===== src/rtl/spi_flash_pkg.sv =====
// Shared constants and state encoding for the SPI NOR flash burst reader.
package spi_flash_pkg;

  localparam int         ADDR_W        = 24;
  localparam logic [7:0] CMD_READ      = 8'h03;
  localparam logic [7:0] CMD_FAST_READ = 8'h0B;

  typedef enum logic [2:0] {
    INIT_WAIT,
    IDLE,
    CMD,
    ADDR,
    DUMMY,
    READ,
    DONE
  } state_e;

endpackage


===== src/rtl/spi_flash_burst_reader_shift.sv =====
// One SPI mode-0 bit stream: SCLK divider, MSB-first shift-out and byte shift-in.
module spi_shift_engine #(
  parameter int CLK_DIV = 1
) (
  input  logic        clk,
  input  logic        rst,
  input  logic        start_i,
  input  logic        run_i,
  input  logic        load_i,
  input  logic        capture_i,
  input  logic [23:0] tx_i,
  input  logic        miso_i,
  output logic        sclk_o,
  output logic        mosi_o,
  output logic        bit_done_o,
  output logic        byte_done_o,
  output logic [7:0]  byte_o
);

  localparam int             DW       = (CLK_DIV > 1) ? $clog2(CLK_DIV) : 1;
  localparam logic [DW-1:0]  DIV_LAST = DW'(CLK_DIV - 1);

  logic [DW-1:0] div_q, div_d;
  logic          sclk_q, sclk_d;
  logic [23:0]   tx_q, tx_d;
  logic [6:0]    rx_q, rx_d;
  logic [2:0]    bit_q, bit_d;
  logic [7:0]    byte_q, byte_d;
  logic          done_q, done_d;
  logic          tick, rise, fall;

  assign tick = run_i && (div_q == '0);
  assign rise = tick && !sclk_q;
  assign fall = tick && sclk_q;

  always_comb begin
    div_d  = div_q;
    sclk_d = sclk_q;
    tx_d   = tx_q;
    rx_d   = rx_q;
    bit_d  = bit_q;
    byte_d = byte_q;
    done_d = 1'b0;
    if (start_i) begin
      div_d  = DIV_LAST;
      sclk_d = 1'b0;
      tx_d   = tx_i;
      bit_d  = '0;
    end else if (run_i) begin
      div_d = tick ? DIV_LAST : div_q - 1'b1;
      if (tick) sclk_d = !sclk_q;
      // MOSI only moves on the falling edge; a load replaces the shift at segment boundaries
      if (fall) tx_d = load_i ? tx_i : {tx_q[22:0], 1'b0};
      if (rise && capture_i) begin
        rx_d  = {rx_q[5:0], miso_i};
        bit_d = bit_q + 1'b1;
        if (bit_q == 3'd7) begin
          byte_d = {rx_q, miso_i};
          done_d = 1'b1;
        end
      end
    end
  end

  always_ff @(posedge clk) begin
    if (rst) begin
      div_q  <= '0;
      sclk_q <= 1'b0;
      tx_q   <= '0;
      rx_q   <= '0;
      bit_q  <= '0;
      byte_q <= '0;
      done_q <= 1'b0;
    end else begin
      div_q  <= div_d;
      sclk_q <= sclk_d;
      tx_q   <= tx_d;
      rx_q   <= rx_d;
      bit_q  <= bit_d;
      byte_q <= byte_d;
      done_q <= done_d;
    end
  end

  assign sclk_o      = sclk_q;
  assign mosi_o      = tx_q[23];
  assign bit_done_o  = fall;
  assign byte_done_o = done_q;
  assign byte_o      = byte_q;

endmodule


===== src/rtl/spi_flash_burst_reader.sv =====
// SPI NOR flash burst reader: READ/FAST_READ of BURST_BYTES bytes into a wide buffer.
// State | meaning: INIT_WAIT power-up wait | IDLE ready | CMD opcode | ADDR 24-bit address
//                  DUMMY fast-read dummy byte | READ capture bytes | DONE buffer valid
module spi_flash_burst_reader
  import spi_flash_pkg::*;
#(
  parameter int STARTUP_WAIT = 2700000,
  parameter int CLK_DIV      = 1,
  parameter int BURST_BYTES  = 32,
  parameter int FAST_READ    = 0
) (
  input  logic                     clk,
  input  logic                     rst,
  output logic                     flashClk,
  input  logic                     flashMiso,
  output logic                     flashMosi,
  output logic                     flashCs,
  input  logic                     req_valid,
  input  logic [ADDR_W-1:0]        req_addr,
  output logic                     req_ready,
  output logic [8*BURST_BYTES-1:0] f_dataBuffer,
  output logic                     f_dataAvailable,
  input  logic                     f_readyToRead,
  output logic                     byte_valid,
  output logic [7:0]               byte_data,
  output logic                     busy
);

  localparam int             CW        = $clog2(STARTUP_WAIT + 2);
  localparam logic [CW-1:0]  INIT_LAST = CW'(STARTUP_WAIT);
  localparam int             SLW       = (BURST_BYTES > 1) ? $clog2(BURST_BYTES) : 1;
  localparam logic [11:0]    SEG_CMD   = 12'd7;
  localparam logic [11:0]    SEG_ADDR  = 12'd23;
  localparam logic [11:0]    SEG_DUMMY = 12'd7;
  localparam logic [11:0]    SEG_READ  = 12'(8 * BURST_BYTES - 1);
  localparam logic [7:0]     OPCODE    = (FAST_READ != 0) ? CMD_FAST_READ : CMD_READ;

  state_e                   state_q, state_d;
  logic [CW-1:0]            cnt_q, cnt_d;
  logic [11:0]              seg_q, seg_d;
  logic [ADDR_W-1:0]        addr_q, addr_d;
  logic                     cs_q, cs_d;
  logic [SLW-1:0]           slot_q, slot_d;
  logic [8*BURST_BYTES-1:0] buf_q, buf_d;

  logic              start, load, run, capture, seg_end;
  logic [ADDR_W-1:0] tx;
  logic              sclk, mosi, bit_done, byte_done;
  logic [7:0]        byte_rx;

  assign run     = (state_q == CMD) || (state_q == ADDR) || (state_q == DUMMY) || (state_q == READ);
  assign capture = (state_q == READ);
  assign seg_end = bit_done && (seg_q == '0);

  spi_shift_engine #(.CLK_DIV(CLK_DIV)) u_shift (
    .clk        (clk),
    .rst        (rst),
    .start_i    (start),
    .run_i      (run),
    .load_i     (load),
    .capture_i  (capture),
    .tx_i       (tx),
    .miso_i     (flashMiso),
    .sclk_o     (sclk),
    .mosi_o     (mosi),
    .bit_done_o (bit_done),
    .byte_done_o(byte_done),
    .byte_o     (byte_rx)
  );

  always_comb begin
    state_d = state_q;
    cnt_d   = cnt_q;
    seg_d   = seg_q;
    addr_d  = addr_q;
    cs_d    = cs_q;
    slot_d  = slot_q;
    buf_d   = buf_q;
    start   = 1'b0;
    load    = 1'b0;
    tx      = '0;
    if (byte_done) begin
      buf_d[8*int'(slot_q) +: 8] = byte_rx;
      slot_d = slot_q + 1'b1;
    end
    if (bit_done && (seg_q != '0)) seg_d = seg_q - 1'b1;
    // Each segment hands over on the falling edge after its last bit; MOSI is 0 after the address
    case (state_q)
      INIT_WAIT: begin
        if (cnt_q > INIT_LAST) state_d = IDLE;
        else                   cnt_d   = cnt_q + 1'b1;
      end
      IDLE: begin
        if (req_valid) begin
          start   = 1'b1;
          tx      = {OPCODE, 16'h0000};
          addr_d  = req_addr;
          seg_d   = SEG_CMD;
          cs_d    = 1'b0;
          slot_d  = '0;
          state_d = CMD;
        end
      end
      CMD: begin
        if (seg_end) begin
          load    = 1'b1;
          tx      = addr_q;
          seg_d   = SEG_ADDR;
          state_d = ADDR;
        end
      end
      ADDR: begin
        if (seg_end) begin
          load = 1'b1;
          if (FAST_READ != 0) begin
            seg_d   = SEG_DUMMY;
            state_d = DUMMY;
          end else begin
            seg_d   = SEG_READ;
            state_d = READ;
          end
        end
      end
      DUMMY: begin
        if (seg_end) begin
          load    = 1'b1;
          seg_d   = SEG_READ;
          state_d = READ;
        end
      end
      READ: begin
        if (seg_end) begin
          load    = 1'b1;
          cs_d    = 1'b1;
          state_d = DONE;
        end
      end
      DONE: begin
        if (f_readyToRead) state_d = IDLE;
      end
      default: state_d = INIT_WAIT;
    endcase
  end

  always_ff @(posedge clk) begin
    if (rst) begin
      state_q <= INIT_WAIT;
      cnt_q   <= '0;
      seg_q   <= '0;
      addr_q  <= '0;
      cs_q    <= 1'b1;
      slot_q  <= '0;
      buf_q   <= '0;
    end else begin
      state_q <= state_d;
      cnt_q   <= cnt_d;
      seg_q   <= seg_d;
      addr_q  <= addr_d;
      cs_q    <= cs_d;
      slot_q  <= slot_d;
      buf_q   <= buf_d;
    end
  end

  assign flashClk        = sclk;
  assign flashMosi       = mosi;
  assign flashCs         = cs_q;
  assign req_ready       = (state_q == IDLE);
  assign f_dataAvailable = (state_q == DONE);
  assign f_dataBuffer    = buf_q;
  assign byte_valid      = byte_done;
  assign byte_data       = byte_rx;
  assign busy            = run;

endmodule


===== config.mk =====
export PLATFORM = sky130hd
export DESIGN_NAME = spi_flash_burst_reader
export DESIGN_NICKNAME = d
export VERILOG_FILES = /design/src/rtl/spi_flash_pkg.sv /design/src/rtl/spi_flash_burst_reader_shift.sv /design/src/rtl/spi_flash_burst_reader.sv
export SDC_FILE = /design/constraint.sdc
export NUM_CORES = 1
export LEC_CHECK = 0
export BUFFER_PORTS_ARGS = -buffer_cell sky130_fd_sc_hd__buf_4
export CAP_MARGIN = 20
export CELL_PAD_IN_SITES_DETAIL_PLACEMENT = 0
export CELL_PAD_IN_SITES_GLOBAL_PLACEMENT = 1
export CORE_UTILIZATION = 44
export DETAILED_ROUTE_END_ITERATION = 8
export GPL_TIMING_DRIVEN = 0
export PLACE_DENSITY = 0.82
export SLEW_MARGIN = 10
export SYNTH_ARGS = -nofsm -noshare
export SYNTH_HDL_FRONTEND = slang
export SYNTH_SLANG_ARGS = --single-unit
export TNS_END_PERCENT = 100

===== constraint.sdc =====
create_clock -name clk -period 7.3 [get_ports clk]
set_clock_uncertainty 0.05 [all_clocks]
set_input_delay 1.095 -clock clk [delete_from_list [all_inputs] [get_ports clk]]
set_output_delay 1.095 -clock clk [all_outputs]
set_load 0.05 [all_outputs]

==> qor.yml, run 1 <==
status: "finished clean"
h-tree-depth: 2
root_buffer: "clkbuf_16"
critPathKind: "reg2reg"
hold_viol: 0
ys_top_cells_by_count: "dfxtp_1, nor2_1, nand2_1, nand3_1, mux2i_1"
nNetsFinal: 2136
fin_crit_ns: 4.41
synth_cell_types: 65
async_flop_share_pct: 0
finalPower_mw: 4.60
die_h_um: 187
min-delay-start: "addr_q[22]"
period_share_pct: 60.3
num_rows: 67
start_kind: "register"
final_antenna_net_count: 0
r2r_cells: 12
synth_nets: 1793
yosys_warnings: 0
synth_area_leaders: "dfxtp_1, mux2i_1, nor2_1, nand3_1, nand2_1"
dpl_cell_area_um2: 17900
antenna_found_initial: 0
min_path_type: "reg2reg"
cap_viol_max_count: 0
gr-total-overflow: 0
p_leak_nw: 8.06
synth_seq_area_share_pct: 49.0
syn2layout_area_growth_pct: 27.8
vias: 14100
netlist_area_um2: 15000
syn_inst: 1755
min_to: "addr_q[22]"
tightest_slew_ns: 1.04
worstPathArrival_ns: 4.81
pin_count: 300
drt-initial-drc-count: 926
grt_pass1_wl_um: 75500
dr.pass1.iters: 5
relSlewSlack_pct: 30.2
r2r_start: "slot_q[0]"
max_freq_mhz: 227
cts_made_buffers: 40
synth_top_area_share_pct: 49.0
yosysMostFrequentCell: "dfxtp_1"
viasPerCell: 5.48
worst-r2r-setup-slack_ns: 2.89
crit_path_max_fanout: 10
cts_resized: 0
die_w_um: 187
power.density_nw_per_um2: 239
synth_area_leader_cell: "dfxtp_1"
required_ns: 7.70
grt_max_degree: 15
setup-tns-final_ns: 0
grtUsageTotal_pct: 27.2
drive_gt1_share_pct: 18.5
initial_core_util_pct: 44.8
wl_um: 49200
seqCellArea_um2: 7370
nFillCells: 3118
multi_input_area_um2: 7120
end_kind: "register"
r2r-end: "f_dataBuffer[85]"
syn_area_per_cell_um2: 8.57
gp_congestion: 0.903
post-cts-setup-buffer-count: 0
grt_pass1_vias: 13100
cts_hold_buf: 0
route.detailed.drc: 0
slew_violations: 0
n_antenna_cell: 0
worst_setup_hold_path_clk_slew_ns: 0.06
wire_per_inst_um: 19.1
cts_tree: "built"
post-route-cell-area_um2: 19200
setup_viol: 0
clkLatencyLatePin_ns: 0.54
cts.path.max_buffers: 3
clock_sinks: 368
synth_edf_count: 0
synth_top_flop_cell: "dfxtp_1"
hold_depth: 2
ys_ff_latch: 368
rsz0062_at_grt: "no"
place_hpwl_um: 36000
numPortBuffers: 298
core_area_um2: 33600
ir_drop_v: 0.000188
die_area_um2: 34900
-- metal layers --
layer,track usage (%),routed length (µm)
met4,10.5,1870
met3,4.69,3520
met2,43.7,22300
met1,36.4,21500
met5,0,0
-- logic make-up (layout without fill, tap and decap cells) --
group,Yosys count,count (layout),share of synthesized area (%)
simple gates,796,796,24.9
flops,368,368,49.0
compound gates,278,278,11.2
buf+inv,145,514,3.75
mux,140,140,9.35
xor+xnor,19,19,1.11
fa+ha+maj,9,9,0.748
-- worst max-delay path, cell delays in order, from the launching register on --
cell,delay [ns]
dfxtp_1,0.51
clkbuf_1,0.42
inv_1,0.09
ha_1,0.28
nor3b_1,0.16
ha_1,0.29
or3b_1,0.42
a211oi_1,0.29
clkbuf_1,0.40
nor3b_1,0.78
buf_2,0.34
nand3_1,0.10
a21oi_1,0.18
-- final cells by class --
cell class              count  area share [%]
clock buffers              50            5.77
plain buffers             132            2.68
repair buffers            301            11.8
well taps                 448            2.91
flip-flops and latches    368            38.3
clock inverters            18            1.28
inverters                  13           0.254
multi-input cells        1242            37.0
-- sequential cells by signal (all words and copies together) (netlist names), 3 cells and up --
signal,flops
f_dataBuffer,256
addr_q,24
u_shift.tx_q,24
cnt_q,22
seg_q,12
u_shift.byte_o,8
u_shift.rx_q,7
slot_q,5
state_q,3
u_shift.bit_q,3
-- worst max path at each step --
stage,end,cells past startpoint,slack [ns],from
floorplan,f_dataBuffer[86],12,3.99,slot_q[0]
CTS,f_dataBuffer[85],12,2.94,slot_q[0]
detailed placement,f_dataBuffer[85],12,2.94,slot_q[0]
global route,f_dataBuffer[87],12,2.61,slot_q[0]
global placement,f_dataBuffer[60],11,2.77,slot_q[0]
finish,f_dataBuffer[85],12,2.89,slot_q[0]
-- per-stage QoR --
| step | worst slack [ns] | util (%) | instances | hold WS (ns) |
|---|---|---|---|---|
| finish | 2.89 | 57.2 | 2572 | 0.407 |
| global route | 2.61 | 57.2 | 2572 | 0.419 |
| CTS | 2.94 | 57.2 | 2570 | 0.404 |
| detailed placement | 2.94 | 53.1 | 2502 | 0.399 |
| global placement | 2.77 | 53.1 | 2501 | 0.394 |
| floorplan | 3.99 | - | 1755 | 0.386 |
-- where the power goes --
part / total [mW] / switching (mW) / internal, mW
Clock: 2.10 / 0.814 / 1.29
Combinational: 0.401 / 0.270 / 0.131
Sequential: 2.10 / 0.0346 / 2.06
-- cells in the final DEF (no fill, tap or decap), drive strengths merged, types with 3 or more instances in the layout --
cell type	instances
a2111oi	7
a211oi	6
a21oi	123
a221oi	21
a32o	17
and2	5
and3	27
buf	314
bufinv	6
clkbuf	168
clkinv	11
dfxtp	368
ha	9
inv	13
mux2	4
mux2i	136
nand2	182
nand2b	44
nand3	157
nand4	20
nor2	252
nor2b	11
nor3	44
nor3b	8
nor4	6
o2111ai	3
o211ai	4
o21ai	72
o31a	3
o31ai	6
or2	5
or3	12
or4	10
xnor2	9
xor2	10
Power figures use the tool's default switching activity.
==> run 2: changes to the inputs <==
Settings changed: CORE_UTILIZATION 44 to 41, PLACE_DENSITY 0.82 to 0.77.
Clock period 7.3 ns to 4.2 ns, I/O delays scaled along.
==> run 2 against run 1 <==
Sequential power is 74% higher. Cell count is 0.62% higher. Hold slack worse by 0.11 ns. First-iteration DRC count is 9.5% higher. Global-route usage is 1.2 points lower. Flip-flop and latch count stayed put. Utilization is 3.6 points lower. Sequential share of layout area hardly changed. Final area is 0.13% lower. Worst setup slack worse by 2.7 ns. Combinational power is 75% higher. Critical path type unchanged. Non-clock buffer count is 1 lower.
==> qor.yml, run 2 (same netlist as run 1, synthesis figures left out) <==
largest_register_ffs: 256  # unchanged
required_ns: 4.55  # was 7.70 ns
setup_viol: 0  # unchanged
syn2layout_area_growth_pct: 27.7  # was 27.8%
clock_sinks: 368  # unchanged
cts_tree: "built"  # unchanged
gr-total-overflow: 0  # unchanged
p_leak_nw: 8.03  # was 8.06 nW
cts_hold_buf: 0  # unchanged
rsz0062_at_grt: "no"  # unchanged
final_cells: 2588  # was 2572
start_kind: "register"  # unchanged
root_buffer: "clkbuf_16"  # unchanged
drt-initial-drc-count: 1014  # was 926
die_area_um2: 37500  # was 34900 µm²
viasPerCell: 5.42  # was 5.48
crit_path_max_incr_delay_ns: 0.48  # was 0.78 ns
crit_path_max_fanout: 10  # unchanged
nFillCells: 3413  # was 3118
die_h_um: 194  # was 187 µm
dr.pass1.iters: 5  # unchanged
grt_pass1_vias: 13200  # was 13.1k
numPortBuffers: 298  # unchanged
worstPathArrival_ns: 4.33  # was 4.81 ns
worstPathCellList: "clkbuf_2, inv_1, ha_1, nor3b_1, ha_1, clkbuf_1, nand2b_1, clkbuf_1, nor3_2, buf_4, clkbuf_1, nand2_1, mux2i_1, nor2_1"  # was clkbuf_1, inv_1, ha_1, nor3b_1, ha_1, or3b_1, a211oi_1, clkbuf_1, nor3b_1, buf_2, nand3_1, a21oi_1
initial_core_util_pct: 42.0  # was 44.8%
cap_viol_max_count: 0  # unchanged
cp_slowest_cell: "dfxtp_1"  # was nor3b_1
p_sw_mw: 1.97  # was 1.12 mW
clkLatencyLatePin_ns: 0.53  # was 0.54 ns
h-tree-depth: 2  # unchanged
pin_count: 300  # unchanged
worstPathBufferInverterCount: 6  # was 4
wl_um: 50200  # was 49200 µm
final_antenna_net_count: 0  # unchanged
cts.path.max_buffers: 3  # unchanged
ir_drop_v: 0.000342  # was 0.000188 V
min_path_type: "in2reg"  # was reg2reg
p_seq_share_pct: 46.5  # was 45.6%
layout_common_cells: "dfxtp_1, buf_4, nor2_1"  # unchanged
cts_made_buffers: 40  # unchanged
p_clk_share_pct: 44.5  # was 45.7%
period_share_pct: 94.7  # was 60.3%
vias: 14000  # was 14.1k
core_area_um2: 35800  # was 33600 µm²
route.detailed.drc: 0  # unchanged
netSwitchingFraction_pct: 25.2  # was 24.3%
grtUsageTotal_pct: 26.0  # was 27.2%
max_freq_mhz: 251  # was 227 MHz
slew_violations: 0  # unchanged
critPathKind: "reg2reg"  # unchanged
antenna_found_initial: 0  # unchanged
dpl.cell_count: 2515  # was 2502
hold_viol: 0  # unchanged
gp_congestion: 0.888  # was 0.903
grt_pass1_wl_um: 77200  # was 75500 µm
relSlewSlack_pct: 30.7  # was 30.2%
holdWs_ns: 0.297  # was 0.407 ns
drive_gt1_share_pct: 18.5  # about the same
tightest_slew_ns: 1.03  # was 1.04 ns
internal_power_mw: 5.86  # was 3.48 mW
nNetsFinal: 2135  # was 2136
worst_setup_hold_path_clk_slew_ns: 0.06  # about the same
combPwrFrac_pct: 9.0  # was 8.7%
status: "finished clean"  # unchanged
crit_top_cell: "clkbuf_1"
die_w_um: 194  # was 187 µm
final_common_cell: "dfxtp_1"  # unchanged
power.density_nw_per_um2: 408  # was 239 nW/µm²
critPathTopFamily: "buffers and inverters"  # was simple AND/OR/NAND/NOR gates
wire_per_inst_um: 19.4  # was 19.1 µm
place_hpwl_um: 37000  # was 36000 µm
end_kind: "register"  # unchanged
grt_max_degree: 14  # was 15
multi_input_area_um2: 7140  # was 7120 µm²
num_rows: 69  # was 67
n_antenna_cell: 0  # unchanged
seqCellArea_um2: 7370  # unchanged
fin_crit_ns: 3.98  # was 4.41 ns
run 2: cell count changes in the layout (fill, tap and decap cells not counted), sizes merged:
cell / delta
clkbuf: +15
bufinv: -6
clkinv: -4
buf: +1
clkinvlp: -1
dlymetal6s2s: -1
inv: -1
run 2: power by group through the flow:
stage / clock [mW] / combinational [mW] / sequential [mW]
final: 3.49 / 0.702 / 3.65
after global routing: 3.68 / 0.791 / 3.66
after CTS: 3.53 / 0.706 / 3.65
after detailed placement: 0 / 0.704 / 3.72
after global placement: 0 / 0.693 / 3.72
after floorplan: 0 / 0.487 / 3.73
run 2: worst min-delay path: cells and delay by family:
kind,cells,cell delay (ns)
AOI/OAI and AO/OA,1,0.05
buffers and inverters,1,0.11
and+or+nand+nor,1,0.05
run 2: final timing paths:
| check | start | to | slack (ns) | cells past startpoint |
|---|---|---|---|---|
| max reg2reg | slot_q[0] | f_dataBuffer[151] | 0.22 | 14 |
| max | slot_q[0] | f_dataBuffer[151] | 0.22 | 14 |
| min | req_addr[8] | addr_q[8] | 0.30 | 3 |
| min reg2reg | u_shift.rx_q[5] | u_shift.rx_q[6] | 0.40 | 2 |
run 2: area by class of cell:
type / instances / area share (%)
Clock inverter: 6 / 0.234
Clock buffer: 66 / 6.57
Timing Repair Buffer: 300 / 11.7
Multi-Input combinational cell: 1242 / 37.2
Tap cell: 461 / 3.00
Buffer: 132 / 2.70
Sequential cell: 368 / 38.4
Inverter: 13 / 0.254
run 2: what timing repair did:
action,CTS,global route
resized for setup,2,6
buffers inserted,0,0
endpoints found under the hold margin,0,0
endpoints found under the setup margin,9,98
pin swaps,0,0
run 2: per-layer routing:
layer | track usage (%) | part of all wire, %
met4 | 8.62 | 3.1
met5 | 0 | 0
met3 | 5.04 | 6.4
met1 | 34.5 | 45
met2 | 42.5 | 46
run 2: metrics by stage:
stage	TNS, ns	utilization (%)	total power, mW	worst slack, ns	area [µm²]
after global routing	0	53.6	8.13	0.0193	19200
final	0	53.6	7.84	0.222	19200
after global placement	-35.66	49.9	4.41	-0.369	17900
after CTS	0	53.6	7.89	0.180	19200
after detailed placement	-0.353	49.9	4.43	-0.0487	17900
after floorplan	0	-	4.22	0.892	15000
==> run 3: changes to the inputs <==
Settings changed: BUFFER_PORTS_ARGS -buffer_cell sky130_fd_sc_hd__buf_4 to unset, CORE_UTILIZATION 41 to 45, DONT_BUFFER_PORTS set to 1, PLACE_DENSITY 0.77 to 0.73.
==> run 3 against run 2 <==
Non-clock buffer count shrank 298. Register-to-register slack gained 0.07 ns. Utilization down 1.5 points. Clock power is 3% higher. Hold slack got worse by 0.13 ns. Power rose by 1.1%. Maximum frequency grew 1.8%. Sequential power about the same. Count of clock-buffer cells in the layout increased by 1. Final area is 11% lower. Die area fell by 8.8%. Global-route usage increased by 1.1 points. Critical endpoint is now f_dataBuffer[80]. Largest cell class unchanged.
==> qor.yml, run 3 (same netlist as run 1, synthesis figures left out) <==
crit_path_max_fanout: 10  # unchanged
slew_violations: 0  # unchanged
cap_viol_max_count: 0  # unchanged
cts.path.max_buffers: 3  # unchanged
syn2layout_area_growth_pct: 13.2  # was 27.7%
status: "finished clean"  # unchanged
core_area_um2: 32700  # was 35800 µm²
cts_hold_buf: 0  # unchanged
grt_pass1_wl_um: 71200  # was 77200 µm
wire_per_inst_um: 20.9  # was 19.4 µm
num_rows: 66  # was 69
min_path_type: "in2reg"  # unchanged
grtUsageTotal_pct: 27.1  # was 26.0%
min_to: "addr_q[18]"  # was addr_q[8]
utilization_pct: 52.1  # was 53.6%
critPathKind: "reg2reg"  # unchanged
period_share_pct: 93.1  # was 94.7%
worstPathArrival_ns: 4.33  # about the same
dr.pass1.iters: 5  # unchanged
crit_path_max_incr_delay_ns: 0.51  # was 0.48 ns
die_area_um2: 34200  # was 37500 µm²
drive_gt1_share_pct: 5.42  # was 18.5%
grt_max_degree: 13  # was 14
die_h_um: 185  # was 194 µm
post-route-cell-area_um2: 17000  # was 19200 µm²
root_buffer: "clkbuf_16"  # unchanged
clock_sinks: 368  # unchanged
vias: 12900  # was 14.0k
place_hpwl_um: 34400  # was 37000 µm
drt-initial-drc-count: 781  # was 1014
min-delay-start: "req_addr[18]"  # was req_addr[8]
r2r_cells: 12  # was 14
ir_drop_v: 0.000316  # was 0.000342 V
wl_um: 47500  # was 50200 µm
gr-total-overflow: 0  # unchanged
cts_tree: "built"  # unchanged
worstPathCellList: "clkbuf_1, inv_1, ha_1, nor3b_1, ha_1, or3b_1, a211oi_1, clkbuf_2, nor3b_4, buf_2, nand3_1, a21oi_1"  # was clkbuf_2, inv_1, ha_1, nor3b_1, ha_1, clkbuf_1, nand2b_1, clkbuf_1, nor3_2, buf_4, clkbuf_1, nand2_1, mux2i_1, nor2_1
start_kind: "register"  # unchanged
worst-r2r-setup-slack_ns: 0.29  # was 0.22 ns
r2r_start: "slot_q[0]"  # unchanged
setup_viol: 0  # unchanged
hold_depth: 2  # was 3
route.detailed.drc: 0  # unchanged
critPathTopFamily: "simple AND/OR/NAND/NOR gates"  # was buffers and inverters
tightest_slew_ns: 1.05  # was 1.03 ns
die_w_um: 185  # was 194 µm
hold_viol: 0  # unchanged
final_common_cell: "dfxtp_1"  # unchanged
final_antenna_net_count: 0  # unchanged
dpl_cell_area_um2: 15600  # was 17900 µm²
numPortBuffers: 0  # was 298
layout_common_cells: "dfxtp_1, nor2_1, nand2_1"  # was dfxtp_1, buf_4, nor2_1
relSlewSlack_pct: 29.8  # was 30.7%
required_ns: 4.62  # was 4.55 ns
cp_num_cells: 12  # was 14
fin_crit_ns: 3.91  # was 3.98 ns
nNetsFinal: 1838  # was 2135
finalPower_mw: 7.92  # was 7.84 mW
worst_setup_hold_path_clk_slew_ns: 0.06  # about the same
r2r-end: "f_dataBuffer[80]"  # was f_dataBuffer[151]
initial_core_util_pct: 46.0  # was 42.0%
worstPathBufferInverterCount: 4  # was 6
h-tree-depth: 2  # unchanged
gp_congestion: 0.897  # was 0.888
clkLatencyLatePin_ns: 0.54  # was 0.53 ns
cts_made_buffers: 41  # was 40
power.density_nw_per_um2: 465  # was 408 nW/µm²
antenna_found_initial: 0  # unchanged
post-cts-setup-buffer-count: 0  # unchanged
max_freq_mhz: 256  # was 251 MHz
crit_top_cell: "ha_1"  # was clkbuf_1
viasPerCell: 5.68  # was 5.42
end_kind: "register"  # unchanged
p_leak_nw: 6.47  # was 8.03 nW
grt_pass1_vias: 12100  # was 13.2k
pin_count: 300  # unchanged
cp_slowest_cell: "dfxtp_1"  # unchanged
largest_register_ffs: 256  # unchanged
[run 3: worst max-delay path by stage]
stage                     startpoint                 to  slack, ns
after floorplan            slot_q[0]   f_dataBuffer[86]       0.89
after global placement     slot_q[0]   f_dataBuffer[41]      -0.25
after detailed placement   slot_q[0]   f_dataBuffer[80]      -0.19
after CTS                  slot_q[0]  f_dataBuffer[248]       0.01
after global routing       slot_q[0]   f_dataBuffer[82]      -0.01
final                      slot_q[0]   f_dataBuffer[80]       0.29
[run 3: where the power goes]
| group | switching [mW] | internal (mW) | total [mW] |
|---|---|---|---|
| Sequential | 0.0830 | 3.59 | 3.67 |
| Combinational | 0.449 | 0.199 | 0.648 |
| Clock | 1.42 | 2.19 | 3.60 |
[run 3: layer usage]
layer,share of wire (%),vias up,GRT usage (%)
met5,0,-,0
met4,3.2,0,9.95
met3,9.0,92,7.81
met2,46,422,44.4
met1,41,6184,33.7
li1,-,6205,-
[run 3: final cells by class]
type                    count  area [µm²]
repair buffers              3        17.5
multi-input cells        1242        7180
plain buffers             131         513
inverters                  13        48.8
clock inverters             4        73.8
diodes                      1        2.50
well taps                 442         553
fillers                  3192       15700
clock buffers              67        1280
flip-flops and latches    368        7370
[run 3: stage by stage]
| step | TNS (ns) | hold slack, ns | cells | setup slack [ns] |
|---|---|---|---|---|
| after floorplan | 0 | 0.386 | 1755 | 0.892 |
| after global placement | -20.14 | 0.392 | 2197 | -0.248 |
| after detailed placement | -1.34 | 0.397 | 2199 | -0.189 |
| after CTS | 0 | 0.154 | 2270 | 0.0134 |
| after global routing | -0.0148 | 0.153 | 2270 | -0.0148 |
| final | 0 | 0.169 | 2271 | 0.291 |
[run 3: what timing repair did]
action                                  in CTS  in global routing
pin swaps                                    0                  0
cloned                                       0                  0
gates resized for setup                      2                 12
hold endpoints to repair                     0                  0
endpoints found under the setup margin      16                 91
